===== src/rtl/if_fetch_ctrl_if.sv =====
// ---------------------------------------------------------------------------
// if_fetch_ctrl_if
//
// Purpose:
//   SRAM-like instruction port between the fetch sequencer and the AXI
//   bridge. The fetch sequencer holds one request at a time. It keeps
//   inst_req/inst_addr stable until the bridge answers with inst_addr_ok.
//   The bridge then returns one word with inst_data_ok.
//
// Signals:
//   inst_req      master->slave  request valid
//   inst_addr     master->slave  32-bit word-aligned fetch address
//   inst_addr_ok  slave->master  address accepted this cycle
//   inst_data_ok  slave->master  inst_rdata valid this cycle
//   inst_rdata    slave->master  32-bit instruction word
//
// Modports:
//   master  fetch sequencer side
//   slave   bridge side
// ---------------------------------------------------------------------------
interface if_fetch_ctrl_if;
  logic        inst_req;
  logic [31:0] inst_addr;
  logic        inst_addr_ok;
  logic        inst_data_ok;
  logic [31:0] inst_rdata;

  modport master (
    output inst_req,
    output inst_addr,
    input  inst_addr_ok,
    input  inst_data_ok,
    input  inst_rdata
  );

  modport slave (
    input  inst_req,
    input  inst_addr,
    output inst_addr_ok,
    output inst_data_ok,
    output inst_rdata
  );
endinterface


===== src/rtl/if_fetch_ctrl.sv =====
// ---------------------------------------------------------------------------
// if_fetch_ctrl
//
// Purpose:
//   Instruction-fetch sequencer between the PC register and the SRAM-like
//   instruction port of the AXI bridge.
//   - It issues exactly one address/data transaction per PC.
//   - It asks the PC to hold (stallreq) while that transaction is open.
//   - It presents the returned word in a registered IF/ID-facing output.
//   - A flush that lands mid-transaction cannot retract the bus request.
//     The transaction therefore runs to completion, and its data is
//     thrown away.
//   - A PC flagged with an address error (AdEL) never reaches the bus. It
//     goes straight to the output register as a zero instruction that
//     carries the exception word.
//
// Parameters:
//   RESET_PC   value shown on if_pc after reset (if_valid is low then)
//
// Ports:
//   clk        clock
//   rst        synchronous active-high reset
//   stall      pipeline stall vector; stall[1] holds the IF output register
//   flush      exception flush; the PC loads its new value on the same edge
//   pc_ce      PC register holds a valid fetch address
//   pc         fetch address
//   pc_except  exception word; bit 16 flags a fetch address error
//   stallreq   freeze PC/IF until the current fetch completes
//   bus        instruction port (master modport of if_fetch_ctrl_if)
//   if_valid   if_pc/if_inst/if_except hold a valid fetched instruction
//   if_pc      PC of the held instruction
//   if_inst    instruction word
//   if_except  exception word travelling with the instruction
// ---------------------------------------------------------------------------
module if_fetch_ctrl #(
  parameter logic [31:0] RESET_PC = 32'hbfbf_fffc
) (
  input  logic                   clk,
  input  logic                   rst,
  input  logic [5:0]             stall,
  input  logic                   flush,
  input  logic                   pc_ce,
  input  logic [31:0]            pc,
  input  logic [31:0]            pc_except,
  output logic                   stallreq,
  if_fetch_ctrl_if.master        bus,
  output logic                   if_valid,
  output logic [31:0]            if_pc,
  output logic [31:0]            if_inst,
  output logic [31:0]            if_except
);

  localparam int ADEL_BIT = 16;

  typedef enum logic [1:0] {
    IDLE = 2'd0,
    ADDR = 2'd1,
    DATA = 2'd2,
    DONE = 2'd3
  } state_t;

  state_t      state;
  logic        cancel;
  logic        inst_req_r;
  logic [31:0] inst_addr_r;

  // Only stall[1] matters to the fetch stage; the other stages' bits are
  // folded here so the full vector can still be wired straight through.
  logic unused_stall;
  assign unused_stall = ^{stall[5:2], stall[0]};

  // A fetch can start only from IDLE, with a valid PC, outside a flush,
  // and only when the PC is not already known to be misaligned.
  logic fetch_start;
  assign fetch_start = (state == IDLE) && pc_ce && !flush && !pc_except[ADEL_BIT];

  // The PC must hold from the cycle the request is decided until the data
  // has returned. The AdEL path completes in one edge, so it needs no hold.
  // In DONE the output register is the only holder, and stall[1] covers it.
  assign stallreq = fetch_start || (state == ADDR) || (state == DATA);

  assign bus.inst_req  = inst_req_r;
  assign bus.inst_addr = inst_addr_r;

  // Single sequencer: the state register and every registered output are
  // updated together, so inst_req and if_valid are clean state decodes
  // with no combinational path from the bus.
  always_ff @(posedge clk) begin
    if (rst) begin
      state       <= IDLE;
      cancel      <= 1'b0;
      inst_req_r  <= 1'b0;
      inst_addr_r <= 32'h0;
      if_valid    <= 1'b0;
      if_pc       <= RESET_PC;
      if_inst     <= 32'h0;
      if_except   <= 32'h0;
    end else begin
      case (state)
        IDLE: begin
          if (pc_ce && !flush) begin
            if (!pc_except[ADEL_BIT]) begin
              state       <= ADDR;
              inst_req_r  <= 1'b1;
              inst_addr_r <= pc;
            end else begin
              // Misaligned fetch: skip the bus entirely, deliver the fault.
              state     <= DONE;
              if_valid  <= 1'b1;
              if_pc     <= pc;
              if_inst   <= 32'h0;
              if_except <= pc_except;
            end
          end
        end

        ADDR: begin
          // The request stays up even through a flush. The bridge may
          // already be committed to it, so a flush only marks the data
          // as unwanted.
          if (flush) begin
            cancel <= 1'b1;
          end
          if (bus.inst_addr_ok) begin
            state      <= DATA;
            inst_req_r <= 1'b0;
          end
        end

        DATA: begin
          if (bus.inst_data_ok) begin
            if (cancel || flush) begin
              // Stale return: drop it. The cancel flag is cleared here, so
              // the next fetch starts clean.
              state  <= IDLE;
              cancel <= 1'b0;
            end else begin
              state     <= DONE;
              if_valid  <= 1'b1;
              if_pc     <= inst_addr_r;
              if_inst   <= bus.inst_rdata;
              if_except <= 32'h0;
            end
          end else if (flush) begin
            cancel <= 1'b1;
          end
        end

        DONE: begin
          // A flush kills the held instruction even while it is stalled.
          // Otherwise the instruction leaves once stall[1] is released.
          if (flush || !stall[1]) begin
            state    <= IDLE;
            if_valid <= 1'b0;
          end
        end

        default: begin
          state      <= IDLE;
          cancel     <= 1'b0;
          inst_req_r <= 1'b0;
          if_valid   <= 1'b0;
        end
      endcase
    end
  end

endmodule


===== src/flat_wrapper.sv =====
// flat-port wrapper written by rule: the top's interface ports become plain ports
module if_fetch_ctrl_flat 
#(
  parameter logic [31:0] RESET_PC = 32'hbfbf_fffc
)
  (clk, rst, stall, flush, pc_ce, pc, pc_except, stallreq, if_valid, if_pc, if_inst, if_except, bus_inst_req, bus_inst_addr, bus_inst_addr_ok, bus_inst_data_ok, bus_inst_rdata);
  if_fetch_ctrl_if bus_i ();
  input  logic clk;
  input  logic rst;
  input  logic [5:0] stall;
  input  logic flush;
  input  logic pc_ce;
  input  logic [31:0] pc;
  input  logic [31:0] pc_except;
  output logic stallreq;
  output logic if_valid;
  output logic [31:0] if_pc;
  output logic [31:0] if_inst;
  output logic [31:0] if_except;
  output wire logic [$bits(bus_i.inst_req)-1:0] bus_inst_req;
  output wire logic [$bits(bus_i.inst_addr)-1:0] bus_inst_addr;
  input wire logic [$bits(bus_i.inst_addr_ok)-1:0] bus_inst_addr_ok;
  input wire logic [$bits(bus_i.inst_data_ok)-1:0] bus_inst_data_ok;
  input wire logic [$bits(bus_i.inst_rdata)-1:0] bus_inst_rdata;
  assign bus_inst_req = bus_i.inst_req;
  assign bus_inst_addr = bus_i.inst_addr;
  assign bus_i.inst_addr_ok = bus_inst_addr_ok;
  assign bus_i.inst_data_ok = bus_inst_data_ok;
  assign bus_i.inst_rdata = bus_inst_rdata;
  if_fetch_ctrl #(.RESET_PC(RESET_PC)) u_core (.clk(clk), .rst(rst), .stall(stall), .flush(flush), .pc_ce(pc_ce), .pc(pc), .pc_except(pc_except), .stallreq(stallreq), .bus(bus_i), .if_valid(if_valid), .if_pc(if_pc), .if_inst(if_inst), .if_except(if_except));
endmodule

===== config.mk =====
export PLATFORM = sky130hd
export DESIGN_NAME = if_fetch_ctrl_flat
export DESIGN_NICKNAME = d
export VERILOG_FILES = /design/src/rtl/if_fetch_ctrl_if.sv /design/src/rtl/if_fetch_ctrl.sv /design/src/flat_wrapper.sv
export SDC_FILE = /design/constraint.sdc
export NUM_CORES = 1
export LEC_CHECK = 0
export BUFFER_PORTS_ARGS = -buffer_cell sky130_fd_sc_hd__buf_2
export CORE_MARGIN = 5
export CORE_UTILIZATION = 40
export CTS_BUF_LIST = sky130_fd_sc_hd__clkbuf_8
export CTS_CLUSTER_SIZE = 28
export DETAILED_ROUTE_END_ITERATION = 8
export PLACE_DENSITY_LB_ADDON = 0.25
export SETUP_SLACK_MARGIN = 0.05
export SKIP_LAST_GASP = 1
export SYNTH_ARGS = -nofsm -noshare
export SYNTH_HDL_FRONTEND = slang
export SYNTH_SLANG_ARGS = --single-unit

===== constraint.sdc =====
create_clock -name clk -period 3.9 [get_ports clk]
set_input_delay 1.17 -clock clk [delete_from_list [all_inputs] [get_ports clk]]
set_output_delay 1.17 -clock clk [all_outputs]
set_load 0.05 [all_outputs]

### After elaboration in Yosys (flattened, before gate mapping)

Index checks and enable logic that the tools add are counted.

| cells by class | value |
|---|---|
| bitwise logic cells | 1 |
| equal/unequal tests | 11 |
| reduce and logical (&&, ||, !) cells | 22 |
| multiplexer cells | 36 |

Operators with widths:

| operator | number |
|---|---|
| 32-bit 2-to-1 mux | 12 |
| 32-bit one-hot mux with 2 select lines | 3 |
| 2-bit 2-to-1 mux | 6 |
| 2-bit != test, second input constant | 6 |
| 1-bit 2-to-1 mux | 11 |
| 2-bit one-hot mux with 4 select lines | 1 |
| 4-bit AND reduction | 2 |
| 6-bit AND reduction | 1 |
| 2-bit nonzero test | 3 |
| 5-bit AND reduction | 1 |
| 2-bit == test, second input constant | 2 |
| 1-bit logical AND | 4 |
| 1-bit logical OR | 4 |
| 1-bit one-hot mux with 2 select lines | 2 |
| 1-bit zero test | 3 |
| 3-bit != test, second input constant | 1 |
| 1-bit one-hot mux with 3 select lines | 1 |
| 3-bit AND reduction | 1 |
| 3-bit nonzero test | 1 |
| 2-bit by 1-bit == test with 1-bit output, second input constant | 1 |
| 2-bit zero test | 1 |
| 2-bit by 1-bit != test with 1-bit output, second input constant | 1 |
| 2-bit AND reduction | 1 |
| 1-bit inverter | 1 |

| storage, ports and cells | value |
|---|---|
| output and inout port bits | 131 |
| register bits | 133 |
| logic and storage cells | 78 |

### Longest topological paths before layout

Gate-level depths: netlist (run 1).

| depth | value |
|---|---|
| depth after elaboration | 6 |
| gate-level depth with buffers | 7 |
| mapped depth without buffers | 4 |

### Worst setup path after synthesis (run 1)

Ideal clock, no wire load.

| path | value |
|---|---|
| path type | in2out |
| start point | input flush |
| end point | output stallreq |
| arrival | 2411 ps |
| stages on the path | 5 |
| setup slack | 319 ps |
| path buffers | 2 |
| path through | nand2b_1 > or4_1 > clkbuf_1 > buf_2 > nand3_1 |

| between the ends | value |
|---|---|
| word-level cells in the longest chain between the ends | 5 |

Ends and longest elaborated chain:

| what | line | source |
|---|---|---|
| start: declaration | flat_wrapper.sv:11 | `input logic flush;` |
| 1-bit zero test | if_fetch_ctrl.sv:75 | `assign fetch_start = (state == IDLE) && pc_ce && !flush && !pc_except[ADEL_BIT];` |
| 1-bit logical AND (2 in a row) | if_fetch_ctrl.sv:75 |  |
| 1-bit logical OR (2 in a row) | if_fetch_ctrl.sv:80 | `assign stallreq = fetch_start \|\| (state == ADDR) \|\| (state == DATA);` |
| end: declaration | flat_wrapper.sv:15 | `output logic stallreq;` |

Every way passes these cells.

### Final worst setup path (run 1)

Ends and elaborated chain as after synthesis.

==> results of run 1 <==
-- critical path, stage by stage --
cell,delay (ns)
buf_2,0.14
nand2b_1,0.23
or4_1,0.46
nand3_1,0.10
buf_2,0.29
-- layer usage --
layer,vias up,wire length (µm)
li1,2634,-
met2,175,7192
met5,-,0
met4,0,357
met1,2425,6868
met3,25,1318
-- layout by cell type (no fill, tap or decap), types with 2 or more instances in the layout --
master	n
nor3_1	28
buf_4	10
nand2b_1	3
nor2_1	37
inv_1	6
nand3_1	64
a31oi_1	2
o21a_1	2
nand2_1	138
clkinv_2	3
buf_12	4
a311oi_1	6
and2_1	28
o21ai_0	2
a2111oi_2	27
a21oi_1	98
buf_2	232
dfxtp_1	133
clkbuf_8	22
-- cell families after synthesis --
group | Yosys count
simple gates | 306
flops | 133
compound gates | 145
buf+inv | 63
-- through the flow --
step,std cells,area [µm²],utilization,hold slack (ns)
2_1_floorplan,647,5414,-,0.4971
3_3_place_gp,1009,6690,0.5052,0.4355
3_5_place_dp,1009,6690,0.5052,0.4402
4_1_cts,1039,7053,0.5326,0.4494
5_1_grt,1039,7053,0.5326,0.4635
6_report,1039,7053,0.5326,0.4478
-- worst paths after layout --
| check | from | endpoint |
|---|---|---|
| hold / removal | u_core.if_except[17]$_SDFFE_PP0P_ | u_core.if_except[17]$_SDFFE_PP0P_ |
| setup / recovery | flush | stallreq |
| setup reg to reg | u_core.state[1]$_SDFFE_PP0P_ | u_core.if_pc[31]$_SDFFE_PP1P_ |
| hold reg to reg | u_core.if_except[17]$_SDFFE_PP0P_ | u_core.if_except[17]$_SDFFE_PP0P_ |
-- layout make-up --
cell class                      count  area, µm²
Clock buffer                       22      302.8
Fill cell                        1318       6190
Clock inverter                      8      60.06
Inverter                            3      11.26
Sequential cell                   133       2663
Multi-Input combinational cell    451       2480
Timing Repair Buffer              246       1316
Tap cell                          176      220.2
-- state kept, by name, indices dropped and copies added, names as in the netlist --
| name | cells |
|---|---|
| u_core.bus.inst_addr | 32 |
| u_core.if_except | 32 |
| u_core.if_valid | 1 |
| u_core.state | 2 |
| u_core.if_inst | 32 |
| u_core.if_pc | 32 |
| u_core.cancel | 1 |
| u_core.bus.inst_req | 1 |
-- power groups by stage --
stage | registers [W] | logic [W] | clock network [W]
2_1_floorplan | 0.00184 | 0.000389 | 0
3_3_place_gp | 0.00154 | 0.000940 | 0
3_5_place_dp | 0.00154 | 0.000940 | 0
4_1_cts | 0.00152 | 0.000942 | 0.00110
5_1_grt | 0.00153 | 0.000999 | 0.00116
6_report | 0.00152 | 0.000934 | 0.00106
==> results.sh, run 1 <==
export IMPL_num_rows=42
export IMPL_rrSetupSlack_ns=1.59
export IMPL_grt_pass1_vias=4984
export IMPL_synth_top_area_frac=0.4918
export IMPL_maxCapViolCount=0
export IMPL_combPwrFrac=0.266
export IMPL_grt_pass1_wl_mm=25.25
export IMPL_grt_usage=0.1912
export IMPL_grt_max_degree=80
export IMPL_worst_slack_ns=0.3404
export IMPL_min_period_over_period=0.9127
export IMPL_dp_slack_ns=0.3504
export IMPL_ant_nets=0
export IMPL_grt_most_used_layer="met2"
export IMPL_r2r_cells=5
export IMPL_synth_adder_area_share=0
export IMPL_drive_gt1_frac=0.3557
export IMPL_async_flop_share=0
export IMPL_portBuffers=233
export IMPL_dieHeight_um=126.3
export IMPL_pin_count=239
export IMPL_hold_path_class="register to register"
export IMPL_synth_cells=647
export IMPL_crit_arrival_ns=2.39
export IMPL_min_path_cells=2
export IMPL_initial_core_util=0.4088
export IMPL_internal_power_w=0.002269
export IMPL_vdd_drop_max_uv=265.6
export IMPL_num_vias=5259
export IMPL_use_met3=0.07062
export IMPL_power_leakage_nw=2.887
export IMPL_drt_iter0_drc=310
export IMPL_p_seq_frac=0.432
export IMPL_clk_latency_ns=0.43
export IMPL_ys_types=36
export IMPL_clkTransAtPathRegs_ns=0.06
export IMPL_viasPerCell=5.062
export IMPL_avgSynthCellArea_um2=8.368
export IMPL_cts_tree="yes"
export IMPL_synth_largest_area_cell="dfxtp_1"
export IMPL_p_sw_frac=0.3538
export IMPL_final_nets=960
export IMPL_gp_congestion=0.7683
export IMPL_antenna_found_initial=0
export IMPL_clock_path_buffers=2
export IMPL_num_antenna_cells=0
export IMPL_synth_seq_cells=133
export IMPL_die_area_um2=15960
export IMPL_switching_power_w=0.001242
export IMPL_met2_usage=0.2989
export IMPL_gr_total_overflow=0
export IMPL_path_max_fanout=6
export IMPL_routedWlPerCell_um=15.15
export IMPL_finalSetupViolCount=0
export IMPL_cts_hold_buf=0
export IMPL_yosysSeqAreaShare=0.4918
export IMPL_die_w_um=126.3
export IMPL_wl_mm=15.74
export IMPL_rsz0062_at_grt="no"
export IMPL_syn_to_final_growth_pct=30.27
export IMPL_end_kind="primary output"
export IMPL_cts_inserted_buffers=17
export IMPL_yosys_area_share_simple=0.2584
export IMPL_status="complete, no violations"
export IMPL_cts_setup_buffers=0
export IMPL_cts_resized=0
export IMPL_synth_mux_area_frac=0
export IMPL_grt_util_met1=0.2405
export IMPL_fmax_mhz=280.9
export IMPL_worstPathRequired_ns=2.73
export IMPL_clock_sinks=133
export IMPL_cp_start_kind="input port"
export IMPL_final_max_slew_viol_count=0
export IMPL_synthTopCellsByCount="138 x nand2_1, 133 x dfxtp_1, 98 x a21oi_1"
export IMPL_period_needed_ns=3.560
export IMPL_hpwl_mm=10.55
export IMPL_drtPass1Iterations=4
export IMPL_power_density_nw_per_um2=497.8
export IMPL_synth_flop_cell="dfxtp_1"
export IMPL_synth_nets=755
export IMPL_synthTopCellsByArea="dfxtp_1 49%, nand2_1 9.6%, a21oi_1 9.1%"
export IMPL_synth_xor_xnor_area_share=0
export IMPL_maxSlewHeadroom=0.3698
export IMPL_synth_compound_area_frac=0.1951
export IMPL_p_total_w=0.003511
export IMPL_ys_warn_count=0
export IMPL_cts_root_buf="clkbuf_8"
export IMPL_crit_type="input port to primary output"
export IMPL_post_synth_top_count_cell="nand2_1"
export IMPL_synth_area_um2=5414
export IMPL_synth_top_family_by_area="simple AND/OR/NAND/NOR gates"
export IMPL_finalClockSkew_ns=0.007292
export IMPL_hold_viol=0
export IMPL_route_detailed_drc=0
export IMPL_core_um2=13240
export IMPL_synth_edf_count=0
export IMPL_tns_ns=0
export IMPL_h_tree_depth=4
export IMPL_worst_pin_slew_ns=0.9453
export IMPL_p_clk_frac=0.302
(Power assumes the default switching activity.)
==> run 2: changes to the inputs <==
--- a/config.mk
+++ b/config.mk
@@ -5,6 +5,7 @@
 export SDC_FILE = /design/constraint.sdc
 export NUM_CORES = 1
 export LEC_CHECK = 0
+export ABC_AREA = 1
 export BUFFER_PORTS_ARGS = -buffer_cell sky130_fd_sc_hd__buf_2
 export CORE_MARGIN = 5
 export CORE_UTILIZATION = 40
==> run 2 against run 1 <==
Global-route usage grew 0.49 points. Die area grew 2.4%. Utilization shrank 1.1 points. Clock skew grew 0.0045 ns. Hold slack gained 0.011 ns. Setup slack gained 0.35 ns. First-iteration DRC count grew 9.7%. Cell count grew 17%. Flip-flop and latch count is the same. Sequential power grew 15%. Clock power is essentially flat. Critical path type unchanged. Largest cell class unchanged.
==> results.sh, run 2 <==
export IMPL_avgSynthCellArea_um2=6.832
export IMPL_cts_setup_buffers=0
export IMPL_drt_iter0_drc=340
export IMPL_rsz0062_at_grt="no"
export IMPL_cp_start_kind="input port"
export IMPL_final_max_slew_viol_count=0
export IMPL_min_period_over_period=0.8240
export IMPL_synth_compound_area_frac=0.08718
export IMPL_synth_top_area_frac=0.4794
export IMPL_gp_congestion=0.8410
export IMPL_async_flop_share=0
export IMPL_clock_path_buffers=2
export IMPL_crit_type="input port to primary output"
export IMPL_synth_area_um2=5554
export IMPL_met2_usage=0.2961
export IMPL_path_depth=7
export IMPL_synthTopCellsByArea="dfxtp_1 48%, nand2_1 21%, nor2_1 8.5%"
export IMPL_core_um2=13770
export IMPL_routedWlPerCell_um=13.35
export IMPL_grt_most_used_layer="met2"
export IMPL_fmax_mhz=311.2
export IMPL_r2r_start="u_core.state[1]$_SDFFE_PP0P_"
export IMPL_end_kind="primary output"
export IMPL_final_common_cell="nand2_1"
export IMPL_slowest_delay_ns=0.30
export IMPL_status="complete, no violations"
export IMPL_synthTopCellsByCount="313 x nand2_1, 133 x dfxtp_1, 126 x nor2_1"
export IMPL_nFillCells=1476
export IMPL_hold_viol=0
export IMPL_syn_to_final_growth_pct=29.38
export IMPL_path_max_fanout=3
export IMPL_place_inst=1183
export IMPL_ant_nets=0
export IMPL_synth_adder_area_share=0
export IMPL_utilization=0.5217
export IMPL_synth_xor_xnor_area_share=0
export IMPL_pin_count=239
export IMPL_initial_core_util=0.4033
export IMPL_die_area_um2=16340
export IMPL_synth_mux_area_frac=0
export IMPL_cpMaxStageDelayCell="buf_2"
export IMPL_cts_tree="yes"
export IMPL_synth_cells=813
export IMPL_r2r_cells=8
export IMPL_num_vias=5721
export IMPL_ys_warn_count=0
export IMPL_hp_start="u_core.if_except[26]$_SDFFE_PP0P_"
export IMPL_clk_latency_ns=0.44
export IMPL_die_w_um=127.8
export IMPL_power_density_nw_per_um2=712.2
export IMPL_yosysSeqAreaShare=0.4794
export IMPL_route_detailed_drc=0
export IMPL_grt_usage=0.1961
export IMPL_drtPass1Iterations=4
export IMPL_num_rows=43
export IMPL_power_leakage_nw=3.670
export IMPL_rrSetupSlack_ns=1.91
export IMPL_cts_hold_buf=0
export IMPL_post_synth_top_count_cell="nand2_1"
export IMPL_cts_root_buf="clkbuf_8"
export IMPL_grt_max_degree=69
export IMPL_clock_sinks=133
export IMPL_synth_largest_area_cell="dfxtp_1"
export IMPL_use_met3=0.07292
export IMPL_synth_nets=921
export IMPL_vdd_drop_max_uv=267.6
export IMPL_startpoint="flush"
export IMPL_dieHeight_um=127.8
export IMPL_hpwl_mm=10.89
export IMPL_portBuffers=233
export IMPL_placement_cell_area_um2=6814
export IMPL_synth_seq_cells=133
export IMPL_grt_util_met1=0.2534
export IMPL_finalClockSkew_ns=0.01180
export IMPL_finalNonFillerCells=1214
export IMPL_grt_pass1_wl_mm=25.92
export IMPL_crit_arrival_ns=2.04
export IMPL_synth_flop_cell="dfxtp_1"
export IMPL_worst_path_buf_inv=4
export IMPL_yosys_area_share_simple=0.3719
export IMPL_cpLargestDelayFamily="buffers and inverters"
export IMPL_layout_cells_most_common_list="311 x nand2_1, 233 x buf_2, 133 x dfxtp_1"
export IMPL_min_path_cells=2
export IMPL_cts_resized=0
export IMPL_viasPerCell=4.713
export IMPL_synth_edf_count=0
export IMPL_cts_inserted_buffers=17
export IMPL_wl_mm=16.21
export IMPL_hold_path_class="register to register"
export IMPL_grt_pass1_vias=5151
export IMPL_drive_gt1_frac=0.2759
export IMPL_clkTransAtPathRegs_ns=0.07
export IMPL_cp_common_cell="buf_2"
export IMPL_finalSetupViolCount=0
export IMPL_tns_ns=0
export IMPL_synth_top_family_by_area="simple AND/OR/NAND/NOR gates"
export IMPL_final_nets=1130
export IMPL_final_area_um2=7186
export IMPL_crit_chain="buf_2 > inv_1 > nand2_1 > nor2_1 > inv_2 > o21ai_0 > buf_2"
export IMPL_h_tree_depth=4
export IMPL_ys_types=17
export IMPL_worstPathRequired_ns=2.73
export IMPL_antenna_found_initial=1
export IMPL_period_needed_ns=3.214
export IMPL_maxCapViolCount=0
export IMPL_worst_pin_slew_ns=0.6533
export IMPL_maxSlewHeadroom=0.5645
export IMPL_gr_total_overflow=0
==> run 2: changes by cell type after synthesis, sizes merged, moves of 3 or more <==
cell / previous run / this run
a2111oi: 28 / 0
a21oi: 98 / 47
a311oi: 6 / 0
and2: 28 / 0
inv: 3 / 22
nand2: 138 / 313
nand2b: 3 / 0
nand3: 64 / 32
nand3b: 0 / 32
nor2: 38 / 128
nor3: 28 / 1
o21ai: 2 / 49
==> run 2: logic make-up after synthesis <==
| family | Yosys count |
|---|---|
| buffers and inverters | 78 |
| AND/OR/NAND/NOR | 506 |
| AO/OA/AOI/OAI | 96 |
| flip-flops | 133 |
==> run 2: through the flow <==
step                power (W)  setup WS, ns  hold slack, ns
floorplan            0.003550        0.3404          0.4674
global route         0.005455        0.5698          0.4777
finish               0.005117        0.6865          0.4590
detailed placement   0.004086        0.6889          0.4500
CTS                  0.005182        0.6809          0.4611
global placement     0.004070        0.7249          0.4470
==> run 2: path summary, 6_finish.rpt <==
path / to
setup / recovery: stallreq
hold reg to reg: u_core.if_except[26]$_SDFFE_PP0P_
hold / removal: u_core.if_except[26]$_SDFFE_PP0P_
setup reg to reg: u_core.if_except[12]$_SDFFE_PP0P_
==> run 2: area by class of cell <==
cell class / instances / area (µm²) / area share
Inverter: 22 / 82.58 / 0.01149
Multi-Input combinational cell: 602 / 2567 / 0.3573
Clock inverter: 9 / 80.08 / 0.01114
Clock buffer: 21 / 289.0 / 0.04022
Sequential cell: 133 / 2663 / 0.3705
Antenna cell: 1 / 2.502 / 0.0003483
Tap cell: 180 / 225.2 / 0.03134
Timing Repair Buffer: 246 / 1276 / 0.1776
==> run 2: per-layer routing <==
metal | up-vias | wire length, µm
met5 | - | 0
met4 | 0 | 454
met3 | 36 | 1541
met2 | 199 | 7222
met1 | 2518 | 6989
li1 | 2968 | -
==> run 2: worst min-delay path: stages (launching register included) <==
cell and delay (ns):
dfxtp_1 0.31, nand2_1 0.06, a21oi_1 0.05
==> run 2: report_power, final <==
part / internal [W] / switching (W) / total (W)
Combinational: 0.000549 / 0.00173 / 0.00228
Sequential: 0.00162 / 0.000131 / 0.00175
Clock: 0.000559 / 0.000524 / 0.00108
==> run 3: changes to the inputs <==
==> constraint.sdc (replaced) <==
create_clock -name clk -period 2.97 [get_ports clk]
set_input_delay 0.891 -clock clk [delete_from_list [all_inputs] [get_ports clk]]
set_output_delay 0.891 -clock clk [all_outputs]
set_load 0.05 [all_outputs]
==> run 3 against run 2 <==
Via count shrank 0.33%. Sequential power is 32% higher. Die area unchanged. Final area up 0.96%. Global-route usage grew 0.58 points. Sequential share of layout area fell by 0.35 points. Register-to-register slack worse by 0.81 ns. Clock skew is 0.0019 ns higher. Count of clock-buffer cells in the layout fell by 3. Combinational power rose by 34%. First-iteration DRC count fell by 16%. Critical endpoint unchanged. Highest routed layer unchanged.
==> results.sh, run 3 (synthesis results as in run 2) <==
export IMPL_pin_count=239
export IMPL_grt_usage=0.2019
export IMPL_crit_type="input port to primary output"
export IMPL_vdd_drop_max_uv=363.7
export IMPL_power_density_nw_per_um2=936.8
export IMPL_drtPass1Iterations=4
export IMPL_rrSetupSlack_ns=1.10
export IMPL_drive_gt1_frac=0.2780
export IMPL_tns_ns=0
export IMPL_power_leakage_nw=3.719
export IMPL_h_tree_depth=4
export IMPL_gr_total_overflow=0
export IMPL_initial_core_util=0.4033
export IMPL_route_detailed_drc=0
export IMPL_wl_mm=16.57
export IMPL_maxSlewHeadroom=0.5779
export IMPL_clk_latency_ns=0.43
export IMPL_grt_pass1_wl_mm=26.63
export IMPL_ant_nets=0
export IMPL_grt_pass1_vias=5300
export IMPL_utilization=0.5267
export IMPL_antenna_found_initial=1
export IMPL_seq_area_um2=2663
export IMPL_cp_start_kind="input port"
export IMPL_cts_inserted_buffers=17
export IMPL_finalClockSkew_ns=0.01368
export IMPL_final_common_cell="nand2_1"
export IMPL_cts_resized=0
export IMPL_path_max_fanout=3
export IMPL_cpMaxStageDelayCell="buf_2"
export IMPL_end_kind="primary output"
export IMPL_die_w_um=127.8
export IMPL_cts_hold_buf=0
export IMPL_cp_common_cell="buf_2"
export IMPL_cts_root_buf="clkbuf_8"
export IMPL_place_inst=1185
export IMPL_viasPerCell=4.685
export IMPL_final_max_slew_viol_count=0
export IMPL_hpwl_mm=11.36
export IMPL_dieHeight_um=127.8
export IMPL_fmax_mhz=389.5
export IMPL_slowest_delay_ns=0.28
export IMPL_nFillCells=1417
export IMPL_hold_viol=0
export IMPL_clock_path_buffers=2
export IMPL_worstPathRequired_ns=2.08
export IMPL_crit_arrival_ns=1.68
export IMPL_grt_max_degree=58
export IMPL_p_total_w=0.006796
export IMPL_min_path_cells=2
export IMPL_finalNonFillerCells=1217
export IMPL_rsz0062_at_grt="no"
export IMPL_hold_path_class="register to register"
export IMPL_cts_setup_buffers=0
export IMPL_cts_tree="yes"
export IMPL_status="complete, no violations"
export IMPL_portBuffers=233
export IMPL_crit_chain="buf_2 > inv_1 > nand2_1 > nor2_2 > inv_2 > o21ai_2 > buf_2"
export IMPL_final_nets=1132
export IMPL_multiInputGateArea_um2=2574
export IMPL_finalSetupViolCount=0
export IMPL_min_period_over_period=0.8644
export IMPL_core_um2=13770
export IMPL_worst_pin_slew_ns=0.6331
export IMPL_routedWlPerCell_um=13.61
export IMPL_clock_sinks=133
export IMPL_clkTransAtPathRegs_ns=0.07
export IMPL_layout_cells_most_common_list="311 x nand2_1, 233 x buf_2, 133 x dfxtp_1"
export IMPL_num_rows=43
export IMPL_num_vias=5702
export IMPL_r2r_cells=6
export IMPL_drt_iter0_drc=287
export IMPL_syn_to_final_growth_pct=30.62
export IMPL_gp_congestion=0.8233
export IMPL_period_needed_ns=2.567
export IMPL_die_area_um2=16340
export IMPL_maxCapViolCount=0
## run 3: path summary, 6_finish.rpt
check | start | end
min reg2reg | u_core.if_except[24]$_SDFFE_PP0P_ | u_core.if_except[24]$_SDFFE_PP0P_
min | u_core.if_except[24]$_SDFFE_PP0P_ | u_core.if_except[24]$_SDFFE_PP0P_
max reg2reg | u_core.state[1]$_SDFFE_PP0P_ | u_core.if_pc[22]$_SDFFE_PP0P_
max | flush | stallreq
## run 3: per-stage QoR
| step | setup WS [ns] | area, µm² | hold slack [ns] |
|---|---|---|---|
| after global routing | 0.2725 | 7254 | 0.4746 |
| after CTS | 0.3751 | 7252 | 0.4612 |
| final | 0.4028 | 7254 | 0.4595 |
| after floorplan | 0.2588 | 5558 | 0.4674 |
| after global placement | 0.4190 | 6885 | 0.4466 |
| after detailed placement | 0.4051 | 6885 | 0.4504 |
## run 3: where the power goes
| group | switching (W) | internal, W |
|---|---|---|
| registers | 0.000180 | 0.00213 |
| logic | 0.00230 | 0.000761 |
| clock network | 0.000675 | 0.000747 |
## run 3: final cells by class
class,instances,share of cell area
Sequential cell,133,0.3670
Inverter,22,0.01138
Clock buffer,18,0.03415
Multi-Input combinational cell,602,0.3548
Timing Repair Buffer,248,0.1849
Tap cell,180,0.03105
Antenna cell,1,0.0003449
Clock inverter,13,0.01638
## run 3: critical path, delay by kind of cell
family / cells / cell delay [ns]
and+or+nand+nor: 2 / 0.23
AOI/OAI and AO/OA: 1 / 0.04
buffers and inverters: 4 / 0.51
## run 3: routing by layer
metal | track usage | up-vias | part of all wire
met5 | 0 | - | 0
met4 | 0.07303 | 0 | 0.012
met3 | 0.06208 | 15 | 0.083
met2 | 0.3148 | 189 | 0.45
met1 | 0.2643 | 2536 | 0.45
li1 | - | 2962 | -
